**src/rtl/i2c_pkg.sv**
```systemverilog
// Shared I2C command encodings, reader FSM state type and MPU6050 register map.
package i2c_pkg;

    // Byte-level command codes understood by the I2C controller.
    typedef enum logic [2:0] {
        CmdStart    = 3'd0,
        CmdWrite    = 3'd1,
        CmdReadAck  = 3'd2,
        CmdReadNack = 3'd3,
        CmdStop     = 3'd4
    } cmd_op_t;

    typedef enum logic [2:0] {
        StIdle,
        StWaitTick,
        StIssue,
        StWaitRsp,
        StAbort,
        StPublish
    } state_t;

    // MPU6050 register addresses.
    localparam logic [7:0] PWR_MGMT_1  = 8'h6B;
    localparam logic [7:0] GYRO_XOUT_H = 8'h43;

    // Burst-read sequence bookkeeping.
    localparam logic [3:0] LAST_STEP = 4'd11;

    typedef struct packed {
        cmd_op_t    op;
        logic [7:0] wdata;
    } cmd_t;

    // Step-to-command lookup for the 12-step gyro burst read.
    function automatic cmd_t step_cmd(input logic [3:0] step,
                                      input logic [6:0] dev_addr,
                                      input logic [7:0] start_reg);
        cmd_t c;
        c.op    = CmdStop;
        c.wdata = 8'h00;
        case (step)
            4'd0, 4'd3: c.op = CmdStart;
            4'd1: begin
                c.op    = CmdWrite;
                c.wdata = {dev_addr, 1'b0};
            end
            4'd2: begin
                c.op    = CmdWrite;
                c.wdata = start_reg;
            end
            4'd4: begin
                c.op    = CmdWrite;
                c.wdata = {dev_addr, 1'b1};
            end
            4'd5, 4'd6, 4'd7, 4'd8, 4'd9: c.op = CmdReadAck;
            4'd10: c.op = CmdReadNack;
            default: c.op = CmdStop;
        endcase
        return c;
    endfunction

endpackage

```
**src/rtl/mpu6050_gyro_reader.sv**
```systemverilog
// Periodically burst-reads the MPU6050 gyro registers through a byte-level
// I2C command interface and publishes the three axes together.
module mpu6050_gyro_reader
    import i2c_pkg::*;
#(
    parameter int unsigned SAMPLE_DIV = 100000,
    parameter logic [6:0]  DEV_ADDR   = 7'h68,
    parameter logic [7:0]  START_REG  = GYRO_XOUT_H
) (
    input  logic        clk,
    input  logic        rst,
    input  logic        init_done,
    output logic        cmd_valid,
    input  logic        cmd_ready,
    output logic [2:0]  cmd_op,
    output logic [7:0]  cmd_wdata,
    input  logic        rsp_valid,
    input  logic [7:0]  rsp_rdata,
    input  logic        rsp_nack,
    output logic [15:0] gyro_x,
    output logic [15:0] gyro_y,
    output logic [15:0] gyro_z,
    output logic        sample_valid,
    output logic        bus_error,
    output logic [7:0]  err_count
);

    state_t      state_q, state_d;
    logic [31:0] timer_q;
    logic [3:0]  step_q;
    logic        abort_sent_q;   // STOP of the abort sequence has been accepted
    logic [47:0] bytes_q;        // read bytes shifted in, b0 ends up in [47:40]
    cmd_t        cur_cmd;
    logic        tick;
    logic        rsp_is_nack;
    logic        step_is_read;

    assign cur_cmd      = step_cmd(step_q, DEV_ADDR, START_REG);
    assign tick         = (state_q != StIdle) && (timer_q == SAMPLE_DIV - 32'd1);
    assign rsp_is_nack  = rsp_nack && (cur_cmd.op == CmdWrite);
    assign step_is_read = (cur_cmd.op == CmdReadAck) || (cur_cmd.op == CmdReadNack);

    // State register.
    always_ff @(posedge clk) begin
        if (rst) begin
            state_q <= StIdle;
        end else begin
            state_q <= state_d;
        end
    end

    // Next-state logic; a finished transaction only returns to IDLE here.
    always_comb begin
        state_d = state_q;
        case (state_q)
            StIdle: begin
                if (init_done) state_d = StWaitTick;
            end
            StWaitTick: begin
                if (!init_done) state_d = StIdle;
                else if (tick)  state_d = StIssue;
            end
            StIssue: begin
                if (cmd_ready) state_d = StWaitRsp;
            end
            StWaitRsp: begin
                if (rsp_valid) begin
                    if (rsp_is_nack)               state_d = StAbort;
                    else if (step_q == LAST_STEP)  state_d = StPublish;
                    else                           state_d = StIssue;
                end
            end
            StAbort: begin
                if (abort_sent_q && rsp_valid) state_d = init_done ? StWaitTick : StIdle;
            end
            StPublish: begin
                state_d = init_done ? StWaitTick : StIdle;
            end
            default: state_d = StIdle;
        endcase
    end

    // Command interface outputs; payload is a pure function of state and step.
    always_comb begin
        cmd_valid = 1'b0;
        cmd_op    = CmdStop;
        cmd_wdata = 8'h00;
        case (state_q)
            StIssue: begin
                cmd_valid = 1'b1;
                cmd_op    = cur_cmd.op;
                cmd_wdata = cur_cmd.wdata;
            end
            StAbort: cmd_valid = !abort_sent_q;
            default: ;
        endcase
    end

    // Sample timer, step counter, byte capture, published results and error count.
    always_ff @(posedge clk) begin
        if (rst) begin
            timer_q      <= '0;
            step_q       <= '0;
            abort_sent_q <= 1'b0;
            bytes_q      <= '0;
            gyro_x       <= '0;
            gyro_y       <= '0;
            gyro_z       <= '0;
            sample_valid <= 1'b0;
            bus_error    <= 1'b0;
            err_count    <= '0;
        end else begin
            sample_valid <= 1'b0;
            bus_error    <= 1'b0;
            // Free-running while active; ticks outside WAIT_TICK are simply lost.
            timer_q <= (state_q == StIdle || tick) ? '0 : timer_q + 32'd1;
            case (state_q)
                StWaitTick: begin
                    if (tick) step_q <= '0;
                end
                StWaitRsp: begin
                    if (rsp_valid) begin
                        if (rsp_is_nack) begin
                            abort_sent_q <= 1'b0;
                        end else begin
                            if (step_is_read) bytes_q <= {bytes_q[39:0], rsp_rdata};
                            if (step_q != LAST_STEP) step_q <= step_q + 4'd1;
                        end
                    end
                end
                StAbort: begin
                    if (!abort_sent_q) begin
                        if (cmd_ready) abort_sent_q <= 1'b1;
                    end else if (rsp_valid) begin
                        bus_error <= 1'b1;
                        if (err_count != 8'hFF) err_count <= err_count + 8'd1;
                    end
                end
                StPublish: begin
                    gyro_x       <= bytes_q[47:32];
                    gyro_y       <= bytes_q[31:16];
                    gyro_z       <= bytes_q[15:0];
                    sample_valid <= 1'b1;
                end
                default: ;
            endcase
        end
    end

endmodule
```
**config.mk**
```make
export PLATFORM = sky130hd
export DESIGN_NAME = mpu6050_gyro_reader
export DESIGN_NICKNAME = d
export VERILOG_FILES = /design/src/rtl/i2c_pkg.sv /design/src/rtl/mpu6050_gyro_reader.sv
export SDC_FILE = /design/constraint.sdc
export NUM_CORES = 1
export LEC_CHECK = 0
export ABC_AREA = 1
export CORE_MARGIN = 4
export CORE_UTILIZATION = 40
export CTS_CLUSTER_SIZE = 20
export DETAILED_ROUTE_END_ITERATION = 8
export HOLD_SLACK_MARGIN = 0.1
export PLACE_DENSITY = 0.63
export SETUP_SLACK_MARGIN = 0.4
export SYNTH_ARGS = -nofsm -noshare
export SYNTH_HDL_FRONTEND = slang
export SYNTH_SLANG_ARGS = --single-unit
```
**constraint.sdc**
```tcl
create_clock -name clk -period 2.1 [get_ports clk]
set_input_delay 0.21 -clock clk [delete_from_list [all_inputs] [get_ports clk]]
set_output_delay 0.21 -clock clk [all_outputs]
set_load 0.01 [all_outputs]
```
==> results.json, run 1 <==
{
  "dieWidth_um": 135,
  "fin_crit_sh": 0.904,
  "hold_class": "input pin to flop",
  "synth_edf_count": 0,
  "powerDensity_nw_per_um2": 946,
  "criticalPathCategory": "flop to flop",
  "async_flop_share": 0,
  "ir_worst_vdd_mv": 0.694,
  "core-area_um2": 15800,
  "dieArea_um2": 18200,
  "placed_cells": 1149,
  "yosys_register_bits": 146,
  "combPwrFrac": 0.228,
  "nNetsFinal": 1007,
  "hold_ws_ns": 0.415,
  "swShare": 0.283,
  "dp_hpwl_um": 10200,
  "insertedDiodeCount": 0,
  "crit_buf_inv": 6,
  "firstDrtPassIters": 5,
  "drv_cap": 0,
  "cp_slowest_cell": "dfxtp_4",
  "cpLargestDelayFamily": "buffers and inverters",
  "synth-simple-area-share": 0.191,
  "syn_avg_cell_area_um2": 7.29,
  "drv_slew": 0,
  "cts_sinks": 146,
  "syn_area_um2": 6430,
  "grt_pass1_vias": 5506,
  "ys.flop_type": "dfxtp_1",
  "fmax_mhz": 527,
  "worstReg2RegStart": "step_q[0]",
  "yosysMostFrequentCell": "inv_1",
  "route.detailed.drc": 0,
  "clock_path_buffers": 2,
  "insertion_delay_ns": 0.42,
  "drive_gt1_frac": 0.177,
  "yosys_warnings": 0,
  "seq_area_frac_synth": 0.455,
  "dr_total_vias": 5837,
  "cts.clk_slew.worst_paths_ns": 0.06,
  "finalSetupViolCount": 0,
  "wl_per_cell_um": 13.1,
  "grt_pass1_wl_um": 26400,
  "dr.first_iter.drc_count": 323,
  "ant_nets": 0,
  "synth_compound_area_frac": 0.197,
  "grt_max_degree": 94,
  "rsz0062_at_grt": "true",
  "endpoint": "bytes_q[0]",
  "start_util": 0.406,
  "cts_buffers": 17,
  "synth_xor_area_frac": 0.0150,
  "synthMuxAreaShare": 0,
  "cts-root-buf": "clkbuf_16",
  "synth_commonest_cells": "inv_1 (153), dfxtp_1 (146), a21oi_1 (127)",
  "rows": 46,
  "cp_slowest_stage_delay_ns": 0.41,
  "io_buffers": 80,
  "power_frac_clock": 0.393,
  "holdCritStartpoint": "cmd_ready",
  "crit_arrival_ns": 2.20,
  "setup_tns_ns": 0,
  "synth_top_family_by_area": "compound AO/OA/AOI/OAI gates",
  "die_y_um": 135,
  "netlist.area_leader.share": 0.455,
  "r2r_cells": 14,
  "htreeDepth": 4,
  "tritoncts": "built",
  "period_needed_ns": 1.90,
  "cp-startpoint": "step_q[0]",
  "startpoint_type": "flop",
  "path_cells": "inv_6 > ha_4 > inv_2 > nand3b_1 > nand2_1 > nand2_2 > buf_6 > nor2_4 > nand2_4 > nand3_4 > buf_6 > buf_12 > buf_16 > a21oi_1",
  "area_delta_synth_final_pct": 38.2,
  "p_seq_frac": 0.379,
  "cp-end-kind": "flop",
  "ys_types": 40,
  "postCtsHoldBufs": 0,
  "crit_path_max_fanout": 8,
  "netlist_top_cells_area": "dfxtp_1 (45%), a21oi_1 (9.9%), inv_1 (8.9%)",
  "stdcell_count": 1216,
  "synthAdderAreaFrac": 0.0117,
  "internal-power_mw": 6.02,
  "viasPerCell": 4.80,
  "r2r_end": "bytes_q[0]",
  "finalHoldViolations": 0,
  "leakagePower_nw": 3.17,
  "fin_skew_ns": 0.0127,
  "gp_congestion": 0.918,
  "cp.depth": 14,
  "grt_antenna_before_repair": 0,
  "crit_top_cell": "buf_6",
  "wirelength_um": 15900,
  "status": "completed",
  "worstPathRequired_ns": 2.41,
  "synthesis.instances": 882,
  "synth_top_cell_by_area": "dfxtp_1",
  "pin_count": 84,
  "switching_power_mw": 2.38,
  "reg2reg_setup_slack_ns": 0.20,
  "grt.total_usage": 0.178,
  "overflow": 0
}
## cells in the final DEF, fill, tap and decap left out, types with 12 or more instances in the layout
cell type	instances
nor3_1	19
nor2_1	64
o21ai_0	81
a21oi_1	122
o21ai_1	19
clkdlybuf4s50_1	71
dfxtp_1	137
inv_2	12
inv_1	144
clkbuf_16	19
nand2_2	12
nand2_1	100
nand3_1	30
buf_4	20
## flip-flops by register name, indices dropped and copies added, names as in the netlist
register,flops
bus_error,1
timer_q,32
bytes_q,48
gyro_x,16
step_q,4
gyro_z,16
state_q,3
gyro_y,16
err_count,8
abort_sent_q,1
sample_valid,1
## cell type report
class / count / area [um2]
multi-input cells: 537 / 3000
well taps: 216 / 270
repair buffers: 127 / 1420
inverters: 158 / 603
fillers: 1427 / 6950
flip-flops and latches: 146 / 2950
clock buffers: 22 / 474
clock inverters: 10 / 169
## worst min-delay path: cells and delay by family
kind,cells,cell delay [ns]
buf+inv,1,0.42
compound gates,1,0.05
simple gates,1,0.09
## routing by layer
metal | wire (um) | part of all wire | track usage | vias to the layer above
met5 | 0 | 0 | 0 | -
met4 | 395 | 0.025 | 0.0724 | 0
met3 | 851 | 0.053 | 0.0421 | 23
met2 | 7300 | 0.46 | 0.282 | 142
met1 | 7400 | 0.46 | 0.234 | 2623
li1 | - | - | - | 3049
## kinds of logic after synthesis
group / Yosys count
AND/OR/NAND/NOR: 272
AO/OA/AOI/OAI: 245
buffers and inverters: 201
flip-flops: 146
XOR/XNOR: 11
adder cells (fa/ha/maj): 6
other: 1
## power groups by stage
| stage | logic [mW] | registers [mW] | clock network [mW] |
|---|---|---|---|
| CTS | 1.83 | 3.17 | 3.37 |
| global route | 2.12 | 3.21 | 3.48 |
| global placement | 1.42 | 3.19 | 0 |
| finish | 1.91 | 3.18 | 3.31 |
| detailed placement | 1.42 | 3.19 | 0 |
| floorplan | 0.848 | 3.18 | 0 |
## timing repair
item | in CTS | in global routing
endpoints found under the setup margin | 95 | 100
cloned | 6 | 2
gates resized for setup | 105 | 60
buffers inserted | 21 | 6
pin swaps | 9 | 11
## how the worst min path moves through the flow
stage	to	slack [ns]	depth (start not counted)
floorplan	abort_sent_q	0.37	2
global placement	bytes_q[41]	0.43	2
detailed placement	bytes_q[40]	0.43	2
CTS	abort_sent_q	0.38	3
global route	abort_sent_q	0.42	3
finish	abort_sent_q	0.42	3
## stage by stage
step,utilization,worst slack (ns),instance area (um2),total power [mW]
6_report,0.561,0.201,8880,8.41
5_1_grt,0.561,0.0552,8880,8.81
4_1_cts,0.545,0.231,8630,8.38
3_5_place_dp,0.469,0.140,7430,4.61
3_3_place_gp,0.469,0.174,7430,4.61
2_1_floorplan,-,0.439,6430,4.03
(Power assumes the default switching activity.)
==> inputs of run 2 (changes only) <==
Settings changed: CAP_MARGIN from default to 10.
==> results of run 2 <==
Same layout as run 1: the final DEF is identical, and so are final timing and power.
==> inputs of run 3 (changes only) <==
Settings changed: ABC_AREA 1 to default, PLACE_DENSITY 0.63 to 0.67.
==> results.json, run 3 <==
{
  "status": "completed",
  "ys_types": 58,
  "syn_area_um2": 5980,
  "largest_register_ffs": 48,
  "grt_pass1_wl_um": 26800,
  "ys.flop_type": "dfxtp_1",
  "powerDensity_nw_per_um2": 689,
  "io_buffers": 80,
  "worstPathRequired_ns": 1.89,
  "tightest_slew_ns": 0.711,
  "netlist_top_cells_area": "dfxtp_1 (49%), nand2_1 (14%), a21oi_1 (9.0%)",
  "wirelength_um": 17300,
  "endpoint": "cmd_op[0]",
  "finalSetupViolCount": 0,
  "crit_arrival_ns": 1.73,
  "wl_per_cell_um": 16.3,
  "placed_cell_area_um2": 7070,
  "seq_area_frac_synth": 0.489,
  "ant_nets": 0,
  "dieWidth_um": 130,
  "worstReg2RegStart": "step_q[0]",
  "grt.total_usage": 0.200,
  "gp_congestion": 0.827,
  "leakagePower_nw": 3.18,
  "yosys_register_bits": 146,
  "cts_sinks": 146,
  "cts.clk_slew.worst_paths_ns": 0.06,
  "drive_gt1_frac": 0.298,
  "synthesis.instances": 742,
  "start_util": 0.410,
  "regMostFlops": "bytes_q",
  "layout_common_cells": "nand2_1 (164), dfxtp_1 (130), a21oi_1 (73), clkdlybuf4s50_1 (70), nor2_1 (48)",
  "syn_avg_cell_area_um2": 8.06,
  "insertedDiodeCount": 0,
  "slew_headroom": 0.526,
  "setup_tns_ns": 0,
  "insertion_delay_ns": 0.42,
  "finalHoldViolations": 0,
  "synth_top_cell_by_area": "dfxtp_1",
  "area_delta_synth_final_pct": 50.2,
  "dp_hpwl_um": 8960,
  "grt_pass1_vias": 5301,
  "drv_cap": 0,
  "ir_worst_vdd_mv": 0.642,
  "core-area_um2": 14600,
  "r2r_end": "bytes_q[31]",
  "clock_path_buffers": 2,
  "htreeDepth": 4,
  "netlist.area_leader.share": 0.489,
  "criticalPathCategory": "flop to output pin",
  "route.detailed.drc": 0,
  "final_common_cell": "nand2_1",
  "reg2reg_setup_slack_ns": 0.16,
  "synth_edf_count": 0,
  "yosysMostFrequentCell": "nand2_1",
  "firstDrtPassIters": 5,
  "nNetsFinal": 884,
  "period_needed_ns": 1.94,
  "cp-startpoint": "step_q[0]",
  "grt_max_degree": 57,
  "fmax_mhz": 515,
  "dr_total_vias": 5568,
  "cts_buffers": 17,
  "viasPerCell": 5.25,
  "fin_crit_sh": 0.924,
  "fin_skew_ns": 0.0114,
  "final_cell_area_um2": 8980,
  "synth_commonest_cells": "nand2_1 (222), dfxtp_1 (146), a21oi_1 (107)",
  "pin_count": 84,
  "crit_path_max_fanout": 6,
  "rows": 44,
  "startpoint_type": "flop",
  "dieArea_um2": 17000,
  "die_y_um": 130,
  "dr.first_iter.drc_count": 394,
  "hold_class": "input pin to flop",
  "fillCellCount": 1159,
  "tritoncts": "built",
  "drv_slew": 0,
  "overflow": 0,
  "largest_registers": "bytes_q: 48 flops, timer_q: 32 flops",
  "grt_antenna_before_repair": 0,
  "cts-root-buf": "clkbuf_16",
  "yosys_warnings": 0,
  "async_flop_share": 0,
  "rsz0062_at_grt": "true",
  "r2r_cells": 11,
  "cp-end-kind": "output pin"
}
run 3: cell count changes after synthesis, moves of 17 or more:
cell and change:
inv_1 -146, nand2_1 +113, o21ai_0 -100, nor2_1 -24, a21oi_1 -20, xor2_1 +20, nor3_1 -17
run 3: worst min-delay path by stage:
stage,startpoint,to,cells after the start
after global placement,bytes_q[42],gyro_x[10],2
final,rst,err_count[4],2
after detailed placement,bytes_q[42],gyro_x[10],2
after CTS,rst,err_count[4],2
after floorplan,rsp_rdata[0],bytes_q[0],2
after global routing,rst,err_count[0],2
run 3: worst max-delay path, stage by stage (launching register included):
cell and delay [ns]:
dfxtp_4 0.36, buf_6 0.12, ha_4 0.19, nor4_4 0.28, o22ai_1 0.10, nand2_1 0.10
a21oi_2 0.04, buf_2 0.14
run 3: cells by family after synthesis:
kind of cell,after synthesis,synth area share
compound gates,135,0.129
xor+xnor,37,0.0542
fa+ha+maj,6,0.0126
buf+inv,53,0.0412
flops,146,0.489
mux,2,0.00356
other cells,1,0.000627
simple gates,362,0.270
run 3: timing repair:
action / CTS / global route
resized for setup: 155 / 72
hold buffers: 0 / 0
setup endpoints to repair: 97 / 117
setup buffers: 22 / 8
pin swaps: 39 / 51
gates cloned: 12 / 2
run 3: where the power goes:
part	total (mW)	internal, mW	switching [mW]
combinational	0.306	0.135	0.172
sequential	2.80	2.78	0.0186
clock	3.08	1.90	1.18
run 3: per-layer routing:
metal	wire length [um]	vias to the layer above	track usage
met2	8220	159	0.320
met3	930	49	0.0520
li1	-	2726	-
met4	621	0	0.101
met5	0	-	0
met1	7520	2634	0.249
run 3: area by class of cell:
cell class                 instances  area, um2  area share
multi-input combinational        545       3440       0.383
sequential                       146       2950       0.329
timing repair buffer             147       1730       0.193
clock buffer                      19        443      0.0493
tap                              184        230      0.0256
clock inverter                    12        156      0.0174
inverter                           7       28.8     0.00321
run 3: through the flow:
stage / util / total power, mW / setup slack (ns) / hold WS, ns / cells
detailed placement: 0.485 / 3.10 / 0.110 / 0.445 / 985
global placement: 0.485 / 3.10 / 0.133 / 0.440 / 985
CTS: 0.590 / 6.19 / 0.182 / 0.294 / 1050
global route: 0.615 / 6.36 / 0.0674 / 0.323 / 1060
floorplan: - / 3.01 / 0.367 / 0.346 / 744
finish: 0.615 / 6.18 / 0.160 / 0.331 / 1060
